**config.mk**
```make
export PLATFORM = sky130hd
export DESIGN_NAME = axis_frame_tx
export DESIGN_NICKNAME = d
export VERILOG_FILES = /design/src/rtl/axis_tx_pkg.sv /design/src/rtl/axis_frame_tx.sv
export SDC_FILE = /design/constraint.sdc
export NUM_CORES = 1
export LEC_CHECK = 0
export BUFFER_PORTS_ARGS = -buffer_cell sky130_fd_sc_hd__buf_2
export CAP_MARGIN = 20
export CORE_MARGIN = 2
export CORE_UTILIZATION = 60
export CTS_BUF_LIST = sky130_fd_sc_hd__clkbuf_8
export DETAILED_ROUTE_END_ITERATION = 12
export GPL_ROUTABILITY_DRIVEN = 0
export GPL_TIMING_DRIVEN = 0
export HOLD_SLACK_MARGIN = 0.02
export PLACE_DENSITY = 0.81
export SKIP_CTS_REPAIR_TIMING = 1
export SLEW_MARGIN = 10
export SYNTH_ARGS = -nofsm -noshare
export SYNTH_HDL_FRONTEND = slang
export SYNTH_SLANG_ARGS = --single-unit
```
**constraint.sdc**
```tcl
create_clock -name m_axis_clk -period 15.02 [get_ports m_axis_clk]
set_input_delay 0 -clock m_axis_clk [delete_from_list [all_inputs] [get_ports m_axis_clk]]
set_output_delay 0 -clock m_axis_clk [all_outputs]
set_load 0.01 [all_outputs]
```
**src/rtl/axis_tx_pkg.sv**
```systemverilog
// axis_tx_pkg: shared FSM state, keep-mask and byte-counting payload helpers for the AXIS frame generator/checker
package axis_tx_pkg;
  typedef enum logic {IDLE, SEND} state_t;
  localparam int MAX_KEEP = 128;
  function automatic logic [MAX_KEEP-1:0] keep_mask(input int r, input int n);
    return {MAX_KEEP{1'b1}} >> (MAX_KEEP - (r == 0 ? n : r));
  endfunction
  function automatic logic [MAX_KEEP*8-1:0] pattern_beat(input logic [7:0] seed, input int beat_idx, input int n);
    logic [MAX_KEEP*8-1:0] d;
    d = '0;
    for (int i = 0; i < MAX_KEEP; i++) d[i*8+:8] = seed + 8'(beat_idx * n) + 8'(i);
    return d;
  endfunction
endpackage

```
**src/rtl/axis_frame_tx.sv**
```systemverilog
// axis_frame_tx: command (len/seed/sideband) in, one registered AXIS frame of seed-counting bytes out; busy/zero_len_err/frames_sent status
module axis_frame_tx
  import axis_tx_pkg::*;
#(
  parameter int AXIS_TDATA_WIDTH = 64,
  parameter int AXIS_TDEST_WIDTH = 4,
  parameter int AXIS_TID_WIDTH = 4,
  parameter int AXIS_TUSER_WIDTH = 4,
  parameter int AXIS_TKEEP_WIDTH = AXIS_TDATA_WIDTH / 8,
  parameter int LEN_WIDTH = 16,
  parameter int CNT_WIDTH = 32
) (
  input  logic                        m_axis_clk,
  input  logic                        m_axis_rst,
  input  logic                        cmd_valid,
  output logic                        cmd_ready,
  input  logic [LEN_WIDTH-1:0]        cmd_len,
  input  logic [7:0]                  cmd_seed,
  input  logic [AXIS_TDEST_WIDTH-1:0] cmd_tdest,
  input  logic [AXIS_TID_WIDTH-1:0]   cmd_tid,
  input  logic [AXIS_TUSER_WIDTH-1:0] cmd_tuser,
  output logic [AXIS_TDATA_WIDTH-1:0] m_axis_tdata,
  output logic [AXIS_TKEEP_WIDTH-1:0] m_axis_tkeep,
  output logic [AXIS_TKEEP_WIDTH-1:0] m_axis_tstrb,
  output logic [AXIS_TDEST_WIDTH-1:0] m_axis_tdest,
  output logic [AXIS_TID_WIDTH-1:0]   m_axis_tid,
  output logic [AXIS_TUSER_WIDTH-1:0] m_axis_tuser,
  output logic                        m_axis_tlast,
  output logic                        m_axis_tvalid,
  input  logic                        m_axis_tready,
  output logic                        busy,
  output logic                        zero_len_err,
  output logic [CNT_WIDTH-1:0]        frames_sent
);
  localparam int KW = AXIS_TKEEP_WIDTH;
  localparam int DW = AXIS_TDATA_WIDTH;
  state_t state;
  logic [LEN_WIDTH-1:0] beat, last_beat, rem, nb, lb, rr;
  logic [7:0] seed;
  logic hs, acc, ld, nl;
  logic [KW-1:0] nk;
  logic [DW-1:0] pat, nd;
  assign hs = m_axis_tvalid && m_axis_tready;
  assign cmd_ready = state == IDLE || (hs && m_axis_tlast);
  assign acc = cmd_valid && cmd_ready;
  assign ld = acc && cmd_len != '0;
  assign busy = m_axis_tvalid || state == SEND;
  assign m_axis_tstrb = m_axis_tkeep;
  // next beat is either beat 0 of a freshly accepted command or the successor of the current one
  always_comb begin
    nb = ld ? '0 : beat + 1'b1;
    lb = ld ? LEN_WIDTH'(({1'b0, cmd_len} + (LEN_WIDTH+1)'(KW - 1)) / (LEN_WIDTH+1)'(KW) - 1'b1) : last_beat;
    rr = ld ? cmd_len % LEN_WIDTH'(KW) : rem;
    nl = nb == lb;
    nk = nl ? KW'(keep_mask(int'(rr), KW)) : '1;
    pat = DW'(pattern_beat(ld ? cmd_seed : seed, int'(nb), KW));
    nd = '0;
    for (int i = 0; i < KW; i++) nd[i*8+:8] = nk[i] ? pat[i*8+:8] : 8'h00;
  end
  always_ff @(posedge m_axis_clk or posedge m_axis_rst) begin
    if (m_axis_rst) begin
      state <= IDLE;
      beat <= '0;
      last_beat <= '0;
      rem <= '0;
      seed <= '0;
      m_axis_tdata <= '0;
      m_axis_tkeep <= '0;
      m_axis_tdest <= '0;
      m_axis_tid <= '0;
      m_axis_tuser <= '0;
      m_axis_tlast <= 1'b0;
      m_axis_tvalid <= 1'b0;
      zero_len_err <= 1'b0;
      frames_sent <= '0;
    end else begin
      zero_len_err <= acc && cmd_len == '0;
      if (hs && m_axis_tlast) frames_sent <= frames_sent + 1'b1;
      if (ld) begin
        state <= SEND;
        beat <= nb;
        last_beat <= lb;
        rem <= rr;
        seed <= cmd_seed;
        m_axis_tdest <= cmd_tdest;
        m_axis_tid <= cmd_tid;
        m_axis_tuser <= cmd_tuser;
        m_axis_tvalid <= 1'b1;
        m_axis_tdata <= nd;
        m_axis_tkeep <= nk;
        m_axis_tlast <= nl;
      end else if (hs && m_axis_tlast) begin
        state <= IDLE;
        m_axis_tvalid <= 1'b0;
        m_axis_tdata <= '0;
        m_axis_tkeep <= '0;
        m_axis_tlast <= 1'b0;
      end else if (hs) begin
        beat <= nb;
        m_axis_tdata <= nd;
        m_axis_tkeep <= nk;
        m_axis_tlast <= nl;
      end
    end
  end
endmodule

```
==> metrics.cfg, run 1 <==
[detailed_routing]
drcViolationCount = 0
routedWlPerCell_um = 17.04
wl_um = 23470
initialDrtViolationCount = 659
drt-vias-per-instance = 5.707
drt-pass1-iter-count = 5
vias = 7859
ant_nets = 0

[pwr]
p_int_mw = 1.279
comb_power_share = 0.550
peakVddDrop_mv = 0.1434
leakage_nw = 5.142
p_clk_frac = 0.135
p_per_area_nw_per_um2 = 212.3
sequentialPowerShare = 0.315
swShare = 0.4482
p_switching_mw = 1.039

[global_routing]
grt_usage = 0.2843
grt_pass1_vias = 7310
grt_pass1_wl_um = 36700
antenna_found_initial = 1
grt.met2_usage = 0.4467
gr-total-overflow = 0
grt_max_degree = 107
grt_util_met3 = 0.06072
top_usage_layer = met2
global_route.usage.met1 = 0.3983

[die]
fp-row-count = 45
coreArea_um2 = 15030
start_util = 0.6084
die_area_um2 = 16250
die_w_um = 127.5
die_h_um = 127.5
ios = 169

[finish]
final_nets = 1235
fin_area_um2 = 10920
final_common_cell = nand2_1
drive_above_1_share = 0.2003
syn_to_final_growth_pct = 19.40
final_cell_mix = nand2_1 (197), dfrtp_1 (175), buf_2 (168), nor2_1 (74), xnor2_1 (74)

[critical_path]
timing.rr.start = state
critPathMaxFanout = 10
critPathCaptureType = register
start_kind = register
critical_path_class = register to register
cp_data_arrival_time_ns = 5.35
cp_data_required_time_ns = 15.34
critical_path.startpoint = state

[placed_design]
hpwl_um = 16360
port_buffers = 163
dp_slack_ns = 10.10
place_area_um2 = 10250

[logic_synthesis]
ys_warn_count = 0
ys_seq_elements = 175
postSynthAreaPerCell_um2 = 9.508
synth_edf_count = 0
netlist_area_um2 = 9146
synthFlopType = dfrtp_1
syn_nets = 1020
synthDistinctLibCells = 71
synth.area.top_cells = dfrtp_1 (48%), nand2_1 (8.1%), xnor2_1 (7.1%)
synthCells = 962
ys_async_sr_fraction = 1.000
synth_seq_area_share = 0.4788
yosysTopAreaCellShare = 0.4788
synth_top_area_cell = dfrtp_1

[clock_tree]
cts_tree = yes
cts.sinks = 175
clk_latency_ns = 0.46
htree_levels = 4
cts_made_buffers = 17
cts.clk_slew.worst_paths_ns = 0.09
cts_buffer_depth = 2
clk_root_buffer_cell = clkbuf_8

[timing]
clock_skew_ns = 0.01123
finalHoldViolations = 0
slew_violations = 0
final.setup.worst_slack_ns = 9.982
fmax_ghz = 0.1985
post-route-period-util = 0.3354
final-setup-viol-count = 0
worstMarginPinSlew_ns = 0.9970
tns_ns = 0
slew_headroom = 0.3353
period_minus_slack_ns = 5.038
rsz0062_at_grt = false

[worst_hold_path]
min_from = cmd_len[5]
worst_hold_path_type = input pin to register

[job]
drv_cap = 0

[outcome]
status = finished, final reports clean

[layout make-up]
| type | count | area (um2) |
|---|---|---|
| multi-input cells | 711 | 4423 |
| flip-flops and latches | 175 | 4379 |
| fillers | 1114 | 4113 |
| repair buffers | 196 | 1159 |
| plain buffers | 56 | 269.0 |
| clock buffers | 19 | 261.5 |
| well taps | 188 | 235.2 |
| clock inverters | 11 | 108.9 |
| inverters | 20 | 82.58 |
| diodes | 1 | 2.502 |
[cell families (layout without fill, tap and decap cells)]
family          count (synthesis)  count (layout)  synth area share
other cells                     0               1                 0
compound gates                168             168            0.1320
mux                             8               8          0.009029
simple gates                  398             398            0.2008
xor+xnor                      119             119            0.1163
fa+ha+maj                      18              18           0.02544
buf+inv                        76             302           0.03762
flops                         175             175            0.4788
[final timing paths]
kind,to,slack (ns),cells after the start
hold / removal,last_beat[2],0.06,4
setup / recovery,m_axis_tdata[10],9.98,16
hold reg to reg,m_axis_tdata[44],0.48,2
min in group asynchronous,frames_sent[24],0.14,3
setup reg to reg,m_axis_tdata[10],9.98,16
max in group asynchronous,m_axis_tdata[39],14.01,4
[cells in the mapped netlist, types with 2 or more instances]
cell type / instances
a211o_1: 2
a211oi_4: 5
a21o_1: 6
a21oi_1: 17
a22oi_1: 3
a2bb2oi_1: 2
a31oi_1: 3
and2_1: 16
and3_1: 12
and3b_1: 2
buf_1: 5
buf_2: 5
buf_4: 10
buf_6: 2
clkbuf_1: 34
dfrtp_1: 175
ha_1: 17
inv_1: 20
mux2_2: 2
mux2i_1: 6
nand2_1: 197
nand3_1: 27
nand3b_1: 4
nand4_1: 20
nor2_1: 74
nor2b_1: 5
nor3_1: 11
nor3_4: 3
nor4_1: 8
o2111ai_1: 2
o211ai_1: 2
o21a_1: 2
o21ai_0: 40
o21ai_1: 15
o21ba_2: 2
o2bb2ai_1: 2
o31ai_1: 44
or2_2: 3
or3_1: 8
or4_1: 3
xnor2_1: 74
xor2_1: 43
[state kept, by name, indices dropped and copies added, names as in the netlist, 4 cells and up]
register	cells
seed	8
m_axis_tuser	4
rem	16
frames_sent	32
beat	16
m_axis_tkeep	8
m_axis_tid	4
m_axis_tdata	64
last_beat	16
m_axis_tdest	4
[power groups by stage]
stage	clock, mW	combinational, mW	sequential (mW)
global placement	0	1.20	0.730
finish	0.313	1.27	0.731
detailed placement	0	1.25	0.735
floorplan	0	0.831	0.771
global route	0.338	1.40	0.746
CTS	0.316	1.26	0.727
[critical path: stages (launching register included)]
cell      delay, ns
dfrtp_1        0.45
a21bo_2        0.32
nand2_1        0.14
a21oi_2        0.28
buf_2          0.34
buf_1          0.50
clkbuf_1       0.57
a21oi_1        0.19
ha_1           0.30
inv_1          0.16
nor2_1         0.05
and3_1         0.20
o31ai_1        0.26
nand2_1        0.12
a211o_1        0.28
a211oi_4       0.58
o31ai_1        0.17
[metrics by stage]
stage / power (mW) / hold slack [ns] / std cells / utilization
after floorplan: 1.602 / 0.1054 / 962 / -
after global placement: 1.933 / 0.1893 / 1313 / 0.6783
after detailed placement: 1.982 / 0.08705 / 1316 / 0.6816
after CTS: 2.299 / -0.4036 / 1346 / 0.7063
after global routing: 2.480 / 0.06663 / 1377 / 0.7264
final: 2.318 / 0.05505 / 1377 / 0.7264
[per-layer routing]
| layer | routed length (um) | vias to the layer above |
|---|---|---|
| met2 | 11180 | 285 |
| met4 | 539 | 0 |
| met3 | 1392 | 42 |
| li1 | - | 3702 |
| met1 | 10350 | 3830 |
| met5 | 0 | - |
Note: power is estimated with default switching activity, not from simulation.
==> inputs of run 2 (changes only) <==
--- a/config.mk
+++ b/config.mk
@@ -5,16 +5,17 @@
 export SDC_FILE = /design/constraint.sdc
 export NUM_CORES = 1
 export LEC_CHECK = 0
+export ABC_AREA = 1
 export BUFFER_PORTS_ARGS = -buffer_cell sky130_fd_sc_hd__buf_2
 export CAP_MARGIN = 20
 export CORE_MARGIN = 2
-export CORE_UTILIZATION = 60
+export CORE_UTILIZATION = 53
 export CTS_BUF_LIST = sky130_fd_sc_hd__clkbuf_8
 export DETAILED_ROUTE_END_ITERATION = 12
 export GPL_ROUTABILITY_DRIVEN = 0
 export GPL_TIMING_DRIVEN = 0
 export HOLD_SLACK_MARGIN = 0.02
-export PLACE_DENSITY = 0.81
+export PLACE_DENSITY = 0.75
 export SKIP_CTS_REPAIR_TIMING = 1
 export SLEW_MARGIN = 10
 export SYNTH_ARGS = -nofsm -noshare
==> constraint.sdc (replaced) <==
create_clock -name m_axis_clk -period 4.05 [get_ports m_axis_clk]
set_input_delay 0 -clock m_axis_clk [delete_from_list [all_inputs] [get_ports m_axis_clk]]
set_output_delay 0 -clock m_axis_clk [all_outputs]
set_load 0.01 [all_outputs]
==> run 2 against run 1 <==
Sequential cell count is the same; design area grew 7.8%; global-route usage decreased by 1.4 points; via count increased by 16%; count of clock-buffer cells in the layout is 2 lower; power grew 94%; worst hold slack improved by 0.016 ns; first-iteration DRC count fell by 5.5%; cell count grew 26%.
==> metrics.cfg, run 2 <==
[outcome]
status = finished, final reports clean  ; unchanged

[logic_synthesis]
synth_edf_count = 0  ; unchanged
synth.area.top_cells = dfrtp_1 (45%), nand2_1 (15%), inv_1 (5.9%)  ; was dfrtp_1 (48%), nand2_1 (8.1%), xnor2_1 (7.1%)
syn_nets = 1321  ; was 1020
synth_seq_area_share = 0.4494  ; was 0.4788
synthFlopType = dfrtp_1  ; unchanged
ys_warn_count = 0  ; unchanged
ys_async_sr_fraction = 1.000  ; unchanged
postSynthAreaPerCell_um2 = 7.715  ; was 9.508 um2
ys_seq_elements = 175  ; unchanged
synthCells = 1263  ; was 962
netlist_area_um2 = 9744  ; was 9146 um2
synth_top_area_cell = dfrtp_1  ; unchanged
synth.most_common_cell = nand2_1  ; unchanged
synthTopCellsByCount = nand2_1 (390), dfrtp_1 (175), inv_1 (154)  ; was nand2_1 (197), dfrtp_1 (175), nor2_1 (74), xnor2_1 (74), o31ai_1 (44)
synthDistinctLibCells = 42  ; was 71
yosysTopAreaCellShare = 0.4494  ; was 0.4788

[pwr]
p_clk_frac = 0.254  ; was 0.135
p_int_mw = 2.903  ; was 1.279 mW
leakage_nw = 6.567  ; was 5.142 nW
p_per_area_nw_per_um2 = 382.8  ; was 212.3 nW/um2
swShare = 0.3556  ; was 0.4482
sequentialPowerShare = 0.460  ; was 0.315
peakVddDrop_mv = 0.2809  ; was 0.1434 mV
p_switching_mw = 1.602  ; was 1.039 mW
comb_power_share = 0.285  ; was 0.550

[placed_design]
port_buffers = 168  ; was 163
hpwl_um = 19510  ; was 16360 um
dp_slack_ns = -0.9721  ; was 10.10 ns

[critical_path]
cp_data_required_time_ns = 4.41  ; was 15.34 ns
critical_path_class = register to register  ; unchanged
crit_buf_inv = 6  ; was 4
cp_slowest_stage_delay_ns = 0.47  ; was 0.58 ns
critPathCaptureType = register  ; unchanged
cpMaxStageDelayCell = dfrtp_2  ; was a211oi_4
cp_data_arrival_time_ns = 4.28  ; was 5.35 ns
start_kind = register  ; unchanged
critPathMaxFanout = 19  ; was 10
critPathTopFamily = simple AND/OR/NAND/NOR gates  ; was compound AO/OA/AOI/OAI gates
crit_path_frequent_cell = nand2_1
worstPathCellList = nand2_1, nor2_4, nor2_4, nor2_4, nand2_2, inv_2, buf_6, clkbuf_4, nand2_1, nand2_1, ha_1, fa_1, nand2_1, inv_1, nor2_1, nor2_1, nor2_2, xnor2_2, xor2_4, buf_4, xnor2_1, inv_1, o211ai_1, nand2_1  ; was a21bo_2, nand2_1, a21oi_2, buf_2, buf_1, clkbuf_1, a21oi_1, ha_1, inv_1, nor2_1, and3_1, o31ai_1, nand2_1, a211o_1, a211oi_4, o31ai_1

[detailed_routing]
ant_nets = 0  ; unchanged
drt-vias-per-instance = 5.245  ; was 5.707
wl_um = 26320  ; was 23470 um
initialDrtViolationCount = 623  ; was 659
routedWlPerCell_um = 15.17  ; was 17.04 um
drt-pass1-iter-count = 5  ; unchanged
vias = 9100  ; was 7859
drcViolationCount = 0  ; unchanged

[die]
ios = 169  ; unchanged
die_w_um = 139.6  ; was 127.5 um
die_h_um = 139.6  ; was 127.5 um
fp-row-count = 49  ; was 45
coreArea_um2 = 18020  ; was 15030 um2
die_area_um2 = 19490  ; was 16250 um2
start_util = 0.5406  ; was 0.6084

[timing]
fmax_ghz = 0.2551  ; was 0.1985 GHz
tns_ns = 0  ; unchanged
worstMarginPinSlew_ns = 0.8818  ; was 0.9970 ns
whs_ns = 0.07129  ; was 0.05505 ns
clock_skew_ns = 0.01140  ; was 0.01123 ns
final-setup-viol-count = 0  ; unchanged
finalHoldViolations = 0  ; unchanged
period_minus_slack_ns = 3.920  ; was 5.038 ns
final.setup.worst_slack_ns = 0.1300  ; was 9.982 ns
slew_violations = 0  ; unchanged
post-route-period-util = 0.9679  ; was 0.3354
slew_headroom = 0.4121  ; was 0.3353

[finish]
largestRegisters = m_axis_tdata: 64 flops, frames_sent: 32 flops  ; unchanged
largest_register = m_axis_tdata  ; unchanged
final_cell_mix = nand2_1 (390), dfrtp_1 (174), buf_2 (172), inv_1 (155), nor2_1 (106)  ; was nand2_1 (197), dfrtp_1 (175), buf_2 (168), nor2_1 (74), xnor2_1 (74)
drive_above_1_share = 0.2025  ; was 0.2003
final_common_cell = nand2_1  ; unchanged
utilization = 0.6529  ; was 0.7264
syn_to_final_growth_pct = 20.78  ; was 19.40%
diodes = 0  ; was 1
largest_reg_flops = 64  ; unchanged
nFillCells = 1563  ; was 1114
final_nets = 1551  ; was 1235

[job]
drv_cap = 0  ; unchanged

[clock_tree]
clk_latency_ns = 0.47  ; was 0.46 ns
clk_root_buffer_cell = clkbuf_8  ; unchanged
cts.sinks = 175  ; unchanged
htree_levels = 4  ; unchanged
cts_made_buffers = 17  ; unchanged
cts_buffer_depth = 2  ; unchanged
cts_tree = yes  ; unchanged
cts.clk_slew.worst_paths_ns = 0.10  ; was 0.09 ns

[global_routing]
grt_usage = 0.2699  ; was 0.2843
grt_pass1_wl_um = 42520  ; was 36700 um
gr-total-overflow = 0  ; unchanged
antenna_found_initial = 0  ; was 1
grt_max_degree = 34  ; was 107
grt_pass1_vias = 8424  ; was 7310

[worst_hold_path]
worst_hold_path_type = input pin to register  ; unchanged

[run 2: area by class of cell]
| cell class | instances | area, um2 | area share |
|---|---|---|---|
| clock buffers | 17 | 234.0 | 0.01988 |
| inverters | 160 | 604.3 | 0.05135 |
| plain buffers | 35 | 224.0 | 0.01903 |
| flip-flops and latches | 175 | 4380 | 0.3722 |
| well taps | 229 | 286.5 | 0.02435 |
| clock inverters | 15 | 131.4 | 0.01116 |
| multi-input cells | 891 | 4579 | 0.3891 |
| repair buffers | 213 | 1329 | 0.1129 |
[run 2: final timing paths]
check	slack (ns)	cells past startpoint	startpoint	endpoint
max in group asynchronous	3.22	5	m_axis_rst	state
min in group asynchronous	0.11	3	m_axis_rst	m_axis_tdata[48]
worst max-delay path	0.13	24	state	m_axis_tdata[31]
worst min-delay path	0.07	3	cmd_seed[2]	m_axis_tdata[2]
worst min register to register	0.48	1	frames_sent[31]	frames_sent[31]
worst max register to register	0.13	24	state	m_axis_tdata[31]
[run 2: cells by family after synthesis]
logic type,share of synthesized area
AO/OA/AOI/OAI,0.05457
XOR/XNOR,0.06279
adder cells (fa/ha/maj),0.02388
buffers and inverters,0.08474
AND/OR/NAND/NOR,0.3223
multiplexers,0.002311
flip-flops,0.4494
[run 2: worst reg2reg max path, delay by kind of cell (launching register included)]
| family | cells | cell delay [ns] |
|---|---|---|
| compound gates | 1 | 0.08 |
| xor+xnor | 3 | 0.60 |
| fa+ha+maj | 2 | 0.60 |
| buf+inv | 6 | 0.78 |
| flops | 1 | 0.47 |
| simple gates | 12 | 1.28 |
[run 2: metrics by stage]
step	std cells	area, um2	total power [mW]
global route	1735	11770	4.734
floorplan	1263	9748	2.802
global placement	1660	10880	3.213
finish	1735	11770	4.505
detailed placement	1666	11010	3.252
CTS	1698	11380	4.388
[run 2: metal layers]
| metal | wire length [um] | track usage |
|---|---|---|
| met5 | 0 | 0 |
| met4 | 404 | 0.07632 |
| met2 | 12140 | 0.4177 |
| met1 | 11990 | 0.3916 |
| met3 | 1786 | 0.05127 |
[run 2: power by group through the flow]
stage          sequential [mW]  combinational, mW  clock (mW)
2_1_floorplan             2.16              0.639           0
3_3_place_gp              2.10               1.11           0
3_5_place_dp              2.10               1.15           0
4_1_cts                   2.07               1.16        1.16
5_1_grt                   2.09               1.41        1.23
6_report                  2.07               1.29        1.15
